[src/rtl/mem_pkg.sv]
// mem_pkg: access-size encodings, FSM states and lane helpers shared by the memory-access stage.
package mem_pkg;

    localparam logic [1:0] MEM_BYTE = 2'b00;
    localparam logic [1:0] MEM_HALF = 2'b01;
    localparam logic [1:0] MEM_WORD = 2'b10;

    typedef enum logic [1:0] {ST_IDLE, ST_WAIT, ST_RESP} state_e;

    function automatic logic [3:0] be_of(logic [1:0] lo, logic [1:0] sz);
        return sz == MEM_BYTE ? 4'b0001 << lo :
               sz == MEM_HALF ? (lo[1] ? 4'b1100 : 4'b0011) : 4'b1111;
    endfunction

    function automatic logic [31:0] lanes_of(logic [31:0] sd, logic [1:0] sz);
        return sz == MEM_BYTE ? {4{sd[7:0]}} : sz == MEM_HALF ? {2{sd[15:0]}} : sd;
    endfunction

endpackage

[src/rtl/mem_access_stage_if.sv]
// mem_access_stage_if: pipeline-side and data-memory-side signals of the memory-access stage.
interface mem_access_stage_if;
    logic        MemValid, MemRead, MemWrite, MemSigned;
    logic [1:0]  MemSize;
    logic [31:0] Address, StoreData;
    logic        DReq, DWe, DAck;
    logic [31:0] DAddr, DWData, DRData;
    logic [3:0]  DBe;
    logic [31:0] LoadData;
    logic        LoadValid, Stall, BusErr, AddrErr;

    modport master (
        input  MemValid, MemRead, MemWrite, MemSigned, MemSize, Address, StoreData, DAck, DRData,
        output DReq, DWe, DAddr, DWData, DBe, LoadData, LoadValid, Stall, BusErr, AddrErr
    );

    modport slave (
        output MemValid, MemRead, MemWrite, MemSigned, MemSize, Address, StoreData, DAck, DRData,
        input  DReq, DWe, DAddr, DWData, DBe, LoadData, LoadValid, Stall, BusErr, AddrErr
    );
endinterface

[src/rtl/mem_access_stage_load_align.sv]
// load_align: selects the addressed byte/half of a read word and sign- or zero-extends it.
module load_align
    import mem_pkg::*;
(
    input  logic [31:0] rdata_i,
    input  logic [1:0]  addr_lo_i,
    input  logic [1:0]  size_i,
    input  logic        signed_i,
    output logic [31:0] data_o
);
    logic [7:0]  b;
    logic [15:0] h;

    assign b = rdata_i[8*addr_lo_i +: 8];
    assign h = addr_lo_i[1] ? rdata_i[31:16] : rdata_i[15:0];
    assign data_o = size_i == MEM_BYTE ? {{24{signed_i & b[7]}}, b} :
                    size_i == MEM_HALF ? {{16{signed_i & h[15]}}, h} : rdata_i;
endmodule

[src/rtl/mem_access_stage.sv]
// mem_access_stage: req/ack data-memory access with pipeline stall, timeout and load alignment.
// MEM_ALIGN_CHECK_EN rejects misaligned half/word accesses with AddrErr instead of forcing alignment.
module mem_access_stage
    import mem_pkg::*;
#(
    parameter int unsigned MAX_WAIT = 255
) (
    input  logic Clk,
    input  logic Rst,
    mem_access_stage_if.master bus
);
    localparam logic [7:0] max_wait_c = 8'(MAX_WAIT);

    state_e      state_q, state_d;
    logic [7:0]  cnt_q, cnt_d;
    logic        dreq_q, dreq_d, dwe_q, dwe_d, rd_q, rd_d, sgn_q, sgn_d;
    logic        berr_q, berr_d, aerr_q, aerr_d;
    logic [31:0] daddr_q, daddr_d, dwdata_q, dwdata_d, load_q, load_d, ext;
    logic [3:0]  dbe_q, dbe_d;
    logic [1:0]  lo_q, lo_d, size_q, size_d, size_n, lo_n;
    logic        access, misalign, start;

    assign size_n = (bus.MemSize == MEM_BYTE || bus.MemSize == MEM_HALF) ? bus.MemSize : MEM_WORD;
    // Low bits are forced aligned; with the check enabled misaligned accesses never reach this path
    assign lo_n = size_n == MEM_BYTE ? bus.Address[1:0] :
                  size_n == MEM_HALF ? {bus.Address[1], 1'b0} : 2'b00;
`ifdef MEM_ALIGN_CHECK_EN
    assign misalign = (size_n == MEM_HALF && bus.Address[0]) || (size_n == MEM_WORD && bus.Address[1:0] != 2'b00);
`else
    assign misalign = 1'b0;
`endif
    assign access = bus.MemValid & (bus.MemRead | bus.MemWrite);
    assign start  = state_q == ST_IDLE && access && !misalign;

    load_align u_align (.rdata_i(bus.DRData), .addr_lo_i(lo_q), .size_i(size_q), .signed_i(sgn_q), .data_o(ext));

    always_comb begin
        state_d  = state_q;
        cnt_d    = cnt_q;
        dreq_d   = dreq_q;
        dwe_d    = dwe_q;
        daddr_d  = daddr_q;
        dwdata_d = dwdata_q;
        dbe_d    = dbe_q;
        rd_d     = rd_q;
        lo_d     = lo_q;
        size_d   = size_q;
        sgn_d    = sgn_q;
        load_d   = load_q;
        berr_d   = 1'b0;
        aerr_d   = state_q == ST_IDLE && access && misalign;
        if (start) begin
            state_d  = ST_WAIT;
            cnt_d    = 8'd1;
            dreq_d   = 1'b1;
            dwe_d    = bus.MemWrite;
            daddr_d  = {bus.Address[31:2], 2'b00};
            dwdata_d = lanes_of(bus.StoreData, size_n);
            dbe_d    = be_of(lo_n, size_n);
            rd_d     = bus.MemRead;
            lo_d     = lo_n;
            size_d   = size_n;
            sgn_d    = bus.MemSigned;
        end else if (state_q == ST_WAIT) begin
            cnt_d = cnt_q + 8'd1;
            if (bus.DAck) begin
                state_d = ST_RESP;
                dreq_d  = 1'b0;
                load_d  = rd_q ? ext : load_q;
            end else if (cnt_q == max_wait_c) begin
                state_d = ST_RESP;
                dreq_d  = 1'b0;
                berr_d  = 1'b1;
                load_d  = 32'd0;
            end
        end else if (state_q == ST_RESP) begin
            state_d = ST_IDLE;
        end
    end

    always_ff @(posedge Clk or negedge Rst) begin
        if (!Rst) begin
            state_q  <= ST_IDLE;
            cnt_q    <= 8'd0;
            dreq_q   <= 1'b0;
            dwe_q    <= 1'b0;
            daddr_q  <= 32'd0;
            dwdata_q <= 32'd0;
            dbe_q    <= 4'd0;
            rd_q     <= 1'b0;
            lo_q     <= 2'd0;
            size_q   <= MEM_BYTE;
            sgn_q    <= 1'b0;
            load_q   <= 32'd0;
            berr_q   <= 1'b0;
            aerr_q   <= 1'b0;
        end else begin
            state_q  <= state_d;
            cnt_q    <= cnt_d;
            dreq_q   <= dreq_d;
            dwe_q    <= dwe_d;
            daddr_q  <= daddr_d;
            dwdata_q <= dwdata_d;
            dbe_q    <= dbe_d;
            rd_q     <= rd_d;
            lo_q     <= lo_d;
            size_q   <= size_d;
            sgn_q    <= sgn_d;
            load_q   <= load_d;
            berr_q   <= berr_d;
            aerr_q   <= aerr_d;
        end
    end

    assign bus.DReq      = dreq_q;
    assign bus.DWe       = dwe_q;
    assign bus.DAddr     = daddr_q;
    assign bus.DWData    = dwdata_q;
    assign bus.DBe       = dbe_q;
    assign bus.LoadData  = load_q;
    assign bus.LoadValid = state_q == ST_RESP && rd_q;
    assign bus.Stall     = start || state_q == ST_WAIT;
    assign bus.BusErr    = berr_q;
    assign bus.AddrErr   = aerr_q;
endmodule

[src/flat_wrapper.sv]
// flat-port wrapper written by rule: the top's interface ports become plain ports
module mem_access_stage_flat import mem_pkg::*;
#(
    parameter int unsigned MAX_WAIT = 255
)
  (Clk, Rst, bus_MemValid, bus_MemRead, bus_MemWrite, bus_MemSigned, bus_MemSize, bus_Address, bus_StoreData, bus_DAck, bus_DRData, bus_DReq, bus_DWe, bus_DAddr, bus_DWData, bus_DBe, bus_LoadData, bus_LoadValid, bus_Stall, bus_BusErr, bus_AddrErr);
  mem_access_stage_if bus_i ();
  input  logic Clk;
  input  logic Rst;
  input wire logic [$bits(bus_i.MemValid)-1:0] bus_MemValid;
  input wire logic [$bits(bus_i.MemRead)-1:0] bus_MemRead;
  input wire logic [$bits(bus_i.MemWrite)-1:0] bus_MemWrite;
  input wire logic [$bits(bus_i.MemSigned)-1:0] bus_MemSigned;
  input wire logic [$bits(bus_i.MemSize)-1:0] bus_MemSize;
  input wire logic [$bits(bus_i.Address)-1:0] bus_Address;
  input wire logic [$bits(bus_i.StoreData)-1:0] bus_StoreData;
  input wire logic [$bits(bus_i.DAck)-1:0] bus_DAck;
  input wire logic [$bits(bus_i.DRData)-1:0] bus_DRData;
  output wire logic [$bits(bus_i.DReq)-1:0] bus_DReq;
  output wire logic [$bits(bus_i.DWe)-1:0] bus_DWe;
  output wire logic [$bits(bus_i.DAddr)-1:0] bus_DAddr;
  output wire logic [$bits(bus_i.DWData)-1:0] bus_DWData;
  output wire logic [$bits(bus_i.DBe)-1:0] bus_DBe;
  output wire logic [$bits(bus_i.LoadData)-1:0] bus_LoadData;
  output wire logic [$bits(bus_i.LoadValid)-1:0] bus_LoadValid;
  output wire logic [$bits(bus_i.Stall)-1:0] bus_Stall;
  output wire logic [$bits(bus_i.BusErr)-1:0] bus_BusErr;
  output wire logic [$bits(bus_i.AddrErr)-1:0] bus_AddrErr;
  assign bus_i.MemValid = bus_MemValid;
  assign bus_i.MemRead = bus_MemRead;
  assign bus_i.MemWrite = bus_MemWrite;
  assign bus_i.MemSigned = bus_MemSigned;
  assign bus_i.MemSize = bus_MemSize;
  assign bus_i.Address = bus_Address;
  assign bus_i.StoreData = bus_StoreData;
  assign bus_i.DAck = bus_DAck;
  assign bus_i.DRData = bus_DRData;
  assign bus_DReq = bus_i.DReq;
  assign bus_DWe = bus_i.DWe;
  assign bus_DAddr = bus_i.DAddr;
  assign bus_DWData = bus_i.DWData;
  assign bus_DBe = bus_i.DBe;
  assign bus_LoadData = bus_i.LoadData;
  assign bus_LoadValid = bus_i.LoadValid;
  assign bus_Stall = bus_i.Stall;
  assign bus_BusErr = bus_i.BusErr;
  assign bus_AddrErr = bus_i.AddrErr;
  mem_access_stage #(.MAX_WAIT(MAX_WAIT)) u_core (.Clk(Clk), .Rst(Rst), .bus(bus_i));
endmodule
[config.mk]
export PLATFORM = sky130hd
export DESIGN_NAME = mem_access_stage_flat
export DESIGN_NICKNAME = d
export VERILOG_FILES = /design/src/rtl/mem_pkg.sv /design/src/rtl/mem_access_stage_if.sv /design/src/rtl/mem_access_stage_load_align.sv /design/src/rtl/mem_access_stage.sv /design/src/flat_wrapper.sv
export SDC_FILE = /design/constraint.sdc
export NUM_CORES = 1
export LEC_CHECK = 0
export ABC_AREA = 1
export CORE_MARGIN = 5
export CORE_UTILIZATION = 48
export DETAILED_ROUTE_END_ITERATION = 10
export GPL_TIMING_DRIVEN = 0
export HOLD_SLACK_MARGIN = 0.06
export PLACE_DENSITY_LB_ADDON = 0.12
export SETUP_SLACK_MARGIN = 0.15
export SLEW_MARGIN = 10
export SYNTH_ARGS = -nofsm -noshare
export SYNTH_HDL_FRONTEND = slang
export SYNTH_SLANG_ARGS = --single-unit
[constraint.sdc]
create_clock -name Clk -period 4.73 [get_ports Clk]
set_clock_uncertainty 0.2 [all_clocks]
set_input_delay 0.946 -clock Clk [delete_from_list [all_inputs] [get_ports Clk]]
set_output_delay 0.946 -clock Clk [all_outputs]
set_load 0.005 [all_outputs]
After elaboration in Yosys (flattened, before gate mapping):

Cells that the tools add are included.

* bits of input ports: 105
* logic and storage cells: 73
* bits in registers: 117

* multiplexer cells: 29
* reduce and logical (&&, ||, !) cells: 15
* add/sub/neg operators: 1
* equal/unequal tests: 8
* bitwise logic cells: 5
* shift operators: 2

Operators by type and width (count)
* two-way mux 32 bit: 7
* indexed part select 32 x 6 -> 8 bit: 1
* two-way mux 16 bit: 1
* two-way mux 2 bit: 8
* two-way mux 8 bit: 2
* two-way mux 4 bit: 3
* adder 8 x 1 -> 8 bit, second input constant: 1
* equality test 2 x 1 -> 1 bit, second input constant: 4
* equality test 8 bit, second input constant: 1
* logical NOT 2 bit: 4
* two-way mux 1 bit: 8
* nonzero test 3 bit: 2
* inequality test 4 x 3 -> 1 bit, second input constant: 1
* AND reduction 2 bit: 2
* AND reduction 4 bit: 1
* nonzero test 2 bit: 2
* left shift 1 x 2 -> 4 bit, first input constant: 1
* AND 1 bit: 3
* equality test 2 bit, second input constant: 1
* logical AND 1 bit: 2
* logical OR 1 bit: 2
* inequality test 2 x 1 -> 1 bit, second input constant: 1
* inverter 1 bit: 1
* OR 1 bit: 1

Logic depth before layout (Yosys ltp):

Gate-level depths: netlist of run 1.

* word-level depth: 9
* mapped depth: 11

Hierarchy:

A second synthesis of run 1 with hierarchy kept.

* cell total of the unflattened synthesis: 897
* area, all modules: 6294.8 µm²

Modules (own cells, without submodules)
* mem_access_stage: times used 1, area each 5253.8 µm², cells each 652, seq. area each 2927.8 µm²
* load_align: times used 1, area each 1041.0 µm², cells each 245, seq. area each 0.0 µm²

Worst setup path after synthesis of run 1:

OpenSTA, ideal clock, no wires.

* path type: input to output
* start point: in bus_MemRead
* end point: out bus_Stall
* arrival time: 1.558 ns
* slack: 2.026 ns
* buffers on the path: 1
* cell stages on the path: 7
* required time: 3.584 ns
* path through: inv_1 -> nand2_1 -> nand2_2 -> inv_2 -> buf_2 -> nor2_1 -> inv_1

* longest elaborated chain between the ends: 4

RTL lines
* start, declared: line flat_wrapper.sv:11 `input wire logic [$bits(bus_i.MemRead)-1:0] bus_MemRead;`
* OR 1 bit: line mem_access_stage.sv:32 `assign access = bus.MemValid & (bus.MemRead | bus.MemWrite);`
* AND 1 bit: line mem_access_stage.sv:32
* logical AND 1 bit: line mem_access_stage.sv:33 `assign start = state_q == ST_IDLE && access && !misalign;`
* logical OR 1 bit: line mem_access_stage.sv:122 `assign bus.Stall = start || state_q == ST_WAIT;`
* end, declared: line flat_wrapper.sv:26 `output wire logic [$bits(bus_i.Stall)-1:0] bus_Stall;`

No other way between the ends.

Final worst setup path of run 1:

Same ends and word-level chain as after synthesis.

==> results of run 1 <==
-- cell usage in the layout (no fill, tap or decap), types with 7 or more instances in the layout --
| cell type | count |
|---|---|
| a21oi_1 | 7 |
| a31oi_1 | 8 |
| a41oi_1 | 8 |
| buf_2 | 23 |
| clkbuf_1 | 15 |
| clkbuf_16 | 17 |
| clkdlybuf4s50_1 | 205 |
| dfrtp_1 | 117 |
| inv_1 | 37 |
| inv_2 | 8 |
| nand2_1 | 344 |
| nand3_1 | 82 |
| nor2_1 | 57 |
| o21ai_0 | 21 |
-- worst paths after layout --
kind	from	end	slack [ps]
max in group asynchronous	Rst	u_core.bus.DAddr[19]	3360
max	bus_MemRead	bus_Stall	870
min reg2reg	u_core.bus.DWData[0]	u_core.bus.DWData[0]	270
min	Rst	u_core.bus.LoadData[3]	230
min in group Clk	u_core.bus.DWData[0]	u_core.bus.DWData[0]	270
max reg2reg	u_core.state_q[0]	u_core.bus.LoadData[3]	2590
-- registers in the layout, summed over array words and instances (netlist names) --
signal and cells:
u_core.sgn_q 1, u_core.bus.LoadData 32, u_core.bus.DWData 32, u_core.bus.DAddr 30
u_core.bus.BusErr 1, u_core.rd_q 1, u_core.state_q 2, u_core.cnt_q 8
u_core.size_q 2, u_core.lo_q 2, u_core.bus.DBe 4, u_core.bus.DReq 1
u_core.bus.DWe 1
-- worst max-delay path, cell delays in order --
cell and delay (ps):
clkdlybuf4s50_1 450, inv_1 40, nand2_1 70, nand2_2 100, inv_2 140, buf_2 280, nor2_1 130, inv_1 70
clkdlybuf4s50_1 490
-- where the power goes --
group | leakage, nW | internal (mW) | switching (mW)
registers | 1.45 | 1.45 | 0.265
clock network | 0.270 | 0.785 | 0.426
logic | 2.51 | 1.24 | 1.18
total | 4.22 | 3.47 | 1.87
-- cell type report --
class / count / area (um2)
fill: 937 / 3280
timing repair buffer: 207 / 2090
buffer: 43 / 235
sequential: 117 / 2930
inverter: 45 / 169
tap: 147 / 184
clock buffer: 27 / 513
clock inverter: 3 / 42.5
multi-input combinational: 559 / 2420
-- layer usage --
metal	GRT usage (%)	vias up
met3	10.8	37
met1	31.2	2780
met5	0	-
met2	41.6	281
li1	-	2855
met4	11.2	0
-- logic make-up after synthesis --
kind of cell	Yosys count	share of synthesized area, %
AND/OR/NAND/NOR	502	35.7
flip-flops	117	51.0
buffers and inverters	88	7.04
AO/OA/AOI/OAI	50	5.34
adder cells (fa/ha/maj)	4	0.872
other	1	0.0653
==> flow_metrics.env, run 1 <==
export IMPL_finalHoldViolCount=0
export IMPL_fin_nets=1099
export IMPL_grt_max_degree=83
export IMPL_top_layer="met4"
export IMPL_routed_wl_mm=18.5
export IMPL_period_needed_ps=3860
export IMPL_ys_seq_elements=117
export IMPL_viasPerCell=5.19
export IMPL_hpwl_mm=13.5
export IMPL_cts_max_level=4
export IMPL_track_usage_pct=26.1
export IMPL_port_buffers=206
export IMPL_power_mw=5.34
export IMPL_synth_avg_cell_area_um2=7.54
export IMPL_drv_cap=0
export IMPL_post_cts_resized=0
export IMPL_p_leak_nw=4.22
export IMPL_async_flop_share_pct=100
export IMPL_maxSlewHeadroom_pct=60.8
export IMPL_synth_top_area_share_pct=51.0
export IMPL_floorplan_rows=40
export IMPL_worst_slack_ps=868
export IMPL_p_per_area_mw_per_mm2=622
export IMPL_cts_root_buf="clkbuf_16"
export IMPL_dr_pass1_iters=6
export IMPL_maxSlewViolCount=0
export IMPL_yosysMostFrequentCell="nand2_1"
export IMPL_worstHoldPathType="in2async"
export IMPL_die_x_um=119
export IMPL_clock_latency_ps=410
export IMPL_wl_met1_mm=7.27
export IMPL_pre_cts_slack_ps=850
export IMPL_cts_hold_buffers_added=0
export IMPL_synth_edff_count=0
export IMPL_required_ps=3580
export IMPL_cts_tree="built"
export IMPL_syn_area_mm2=0.00574
export IMPL_ant_nets=0
export IMPL_drive_above_1_share_pct=7.79
export IMPL_clock_fmax_mhz=259
export IMPL_synth_cell_type_count=30
export IMPL_post_dp_cell_area_mm2=0.00802
export IMPL_crit_fanout=10
export IMPL_route_met3_wl_mm=2.01
export IMPL_endpoint_kind="output port"
export IMPL_dp_cells=1118
export IMPL_n_antenna_cell=0
export IMPL_grt_first_pass_wirelength_mm=29.2
export IMPL_synth_seq_area_share_pct=51.0
export IMPL_core_mm2=0.0119
export IMPL_drc=0
export IMPL_place_congestion=0.963
export IMPL_grt_overflow_total=0
export IMPL_clk_pin_slew_ps=50
export IMPL_grt_pass1_vias=5771
export IMPL_instances_no_fill=1148
export IMPL_synth_top_area_cell="dfrtp_1"
export IMPL_die_area_mm2=0.0142
export IMPL_synthTopCellsByCount="344 x nand2_1, 117 x dfrtp_1, 82 x nand3_1, 57 x nor2_1, 37 x inv_1"
export IMPL_area_growth_pct=49.4
export IMPL_r2r_cells=10
export IMPL_finalSetupViolations=0
export IMPL_final_area_mm2=0.00858
export IMPL_post_cts_buffers=0
export IMPL_status="completed"
export IMPL_vias=5953
export IMPL_syn_inst=762
export IMPL_clk_path_buf_depth=2
export IMPL_wl_per_cell_um=16.1
export IMPL_rsz0062_at_grt="false"
export IMPL_synth_flop_cell="dfrtp_1"
export IMPL_antenna_found_initial=0
export IMPL_io_pins=211
export IMPL_fin_setup_tns_ps=0
export IMPL_post_route_period_util_pct=81.6
export IMPL_clkSinkCount=117
export IMPL_chipHeight_um=119
export IMPL_worst_slew_pin_transition_ps=588
export IMPL_yosysWarnings=0
export IMPL_synth_area_leaders="dfrtp_1 51%, nand2_1 22%, nand3_1 7.1%"
export IMPL_ir_drop_mv=0.314
export IMPL_post_route_util_pct=72.3
export IMPL_start_util_pct=48.4
export IMPL_fin_hold_ws_ps=232
export IMPL_drtIter0Drc=647
export IMPL_wl_met2_mm=8.72
export IMPL_cts_inserted_buffers=17
export IMPL_cp_start_kind="primary input"
export IMPL_worstSetupPathType="in2out"
export IMPL_arrival_ps=2720
Note: power is estimated with default switching activity, not from simulation.
==> run 2, diff against run 1 <==
--- a/config.mk
+++ b/config.mk
@@ -7,7 +7,7 @@
 export LEC_CHECK = 0
 export ABC_AREA = 1
 export CORE_MARGIN = 5
-export CORE_UTILIZATION = 48
+export CORE_UTILIZATION = 41
 export DETAILED_ROUTE_END_ITERATION = 10
 export GPL_TIMING_DRIVEN = 0
 export HOLD_SLACK_MARGIN = 0.06
==> constraint.sdc (replaced) <==
create_clock -name Clk -period 3.5 [get_ports Clk]
set_clock_uncertainty 0.2 [all_clocks]
set_input_delay 0.7 -clock Clk [delete_from_list [all_inputs] [get_ports Clk]]
set_output_delay 0.7 -clock Clk [all_outputs]
set_load 0.005 [all_outputs]
==> flow_metrics.env, run 2 (synthesized netlist as in run 1, its figures left out) <==
export IMPL_vias=5814
export IMPL_rsz0062_at_grt="false"
export IMPL_maxSlewHeadroom_pct=61.8
export IMPL_cts_tree="built"
export IMPL_cts_root_buf="clkbuf_16"
export IMPL_post_route_util_pct=63.3
export IMPL_status="completed"
export IMPL_cts_inserted_buffers=17
export IMPL_io_pins=211
export IMPL_top_layer="met4"
export IMPL_rrSetupSlack_ps=1430
export IMPL_maxSlewViolCount=0
export IMPL_required_ps=2600
export IMPL_hpwl_mm=13.9
export IMPL_p_leak_nw=4.27
export IMPL_cp_start_kind="primary input"
export IMPL_arrival_ps=2330
export IMPL_crit_path_end="bus_Stall"
export IMPL_post_cts_buffers=0
export IMPL_pre_cts_slack_ps=70.2
export IMPL_post_route_period_util_pct=92.4
export IMPL_endpoint_kind="output port"
export IMPL_antenna_found_initial=0
export IMPL_worstHoldPathType="reg2reg"
export IMPL_die_x_um=128
export IMPL_wl_met2_mm=8.81
export IMPL_fin_nets=1100
export IMPL_reg2reg_from="u_core.state_q[0]"
export IMPL_clk_path_buf_depth=2
export IMPL_n_antenna_cell=0
export IMPL_ant_nets=0
export IMPL_crit_fanout=10
export IMPL_worst_slack_ps=266
export IMPL_fin_setup_tns_ps=0
export IMPL_grt_overflow_total=0
export IMPL_wl_met1_mm=7.76
export IMPL_ir_drop_mv=0.523
export IMPL_grt_first_pass_wirelength_mm=30.1
export IMPL_routed_wl_mm=19.0
export IMPL_viasPerCell=4.91
export IMPL_die_area_mm2=0.0165
export IMPL_clkSinkCount=117
export IMPL_wl_per_cell_um=16.0
export IMPL_r2r_end="u_core.bus.LoadData[23]"
export IMPL_port_buffers=206
export IMPL_grt_max_degree=73
export IMPL_grt_pass1_vias=5873
export IMPL_chipHeight_um=128
export IMPL_finalSetupViolations=0
export IMPL_period_needed_ps=3230
export IMPL_dr_pass1_iters=5
export IMPL_start_util_pct=41.5
export IMPL_final_common_cell="nand2_1"
export IMPL_p_per_area_mw_per_mm2=863
export IMPL_cts_max_level=4
export IMPL_worst_slew_pin_transition_ps=573
export IMPL_final_area_mm2=0.00875
export IMPL_worstSetupPathType="in2out"
export IMPL_place_congestion=0.906
export IMPL_clock_fmax_mhz=309
export IMPL_post_dp_cell_area_mm2=0.00807
export IMPL_clock_latency_ps=420
export IMPL_drtIter0Drc=333
export IMPL_drc=0
export IMPL_clk_pin_slew_ps=60
export IMPL_area_growth_pct=52.5
export IMPL_cp_startpoint="bus_MemValid"
export IMPL_core_mm2=0.0138
export IMPL_final_cell_mix="344 x nand2_1, 205 x clkdlybuf4s50_1, 117 x dfrtp_1, 82 x nand3_1, 57 x nor2_1"
export IMPL_floorplan_rows=43
export IMPL_route_met3_wl_mm=2.02
export IMPL_track_usage_pct=23.4
export IMPL_drive_above_1_share_pct=8.47
export IMPL_r2r_cells=10
export IMPL_drv_cap=0
export IMPL_fillers=1215
export IMPL_finalHoldViolCount=0
## run 2: worst max-delay path: stages
cell and delay [ps]:
clkdlybuf4s50_1 460, nand2_1 50, inv_1 70, nand2_2 110, inv_4 130, buf_8 160
nor2_1 80, inv_1 60, clkdlybuf4s50_1 500
## run 2: per-layer routing
layer | global-route usage (%) | vias to the layer above
li1 | - | 2858
met1 | 29.0 | 2718
met2 | 36.8 | 209
met3 | 10.4 | 29
met4 | 7.74 | 0
met5 | 0 | -
## run 2: what timing repair did
action | 4_1_cts | 5_1_grt
hold buffers | 1 | 0
hold endpoints to repair | 45 | 0
gates resized for setup | 2 | 2
endpoints found under the setup margin | 1 | 1
## run 2: through the flow
step,hold WS [ps],power [mW],std cells
detailed placement,264,5.59,1151
CTS,279,7.61,1184
floorplan,204,3.82,764
global route,291,8.06,1184
finish,275,7.55,1184
global placement,258,5.56,1150
## run 2: worst min path at each step
stage | start | end | slack (ps) | depth (start not counted)
5_1_grt | u_core.bus.DAddr[19] | u_core.bus.DAddr[19] | 290 | 2
3_5_place_dp | u_core.bus.LoadData[13] | u_core.bus.LoadData[13] | 260 | 2
4_1_cts | u_core.bus.LoadData[13] | u_core.bus.LoadData[13] | 280 | 2
6_report | u_core.bus.LoadData[9] | u_core.bus.LoadData[9] | 270 | 2
3_3_place_gp | u_core.bus.DReq | u_core.bus.DReq | 260 | 2
2_1_floorplan | Rst | u_core.bus.BusErr | 200 | 0
## run 2: where the power goes
group          switching, mW  internal, mW  total (mW)
sequential             0.351          1.95        2.30
clock                  0.643          1.32        1.96
combinational           1.61          1.68        3.29
total                   2.60          4.95        7.55
## run 2: layout make-up
cell class                 instances  area (um2)  share of cell area [%]
sequential                       117        2930                    33.4
timing repair buffer             208        2100                    24.0
clock buffer                      20         467                    5.33
buffer                            43         245                    2.80
inverter                          45         171                    1.96
clock inverter                    12         199                    2.27
tap                              180         225                    2.57
multi-input combinational        559        2420                    27.6
==> run 3, diff against run 2 <==
--- a/config.mk
+++ b/config.mk
@@ -17,3 +17,4 @@
 export SYNTH_ARGS = -nofsm -noshare
 export SYNTH_HDL_FRONTEND = slang
 export SYNTH_SLANG_ARGS = --single-unit
+export TNS_END_PERCENT = 5
==> results of run 3 <==
The final DEF is identical to that of run 2; final timing and power are the same.
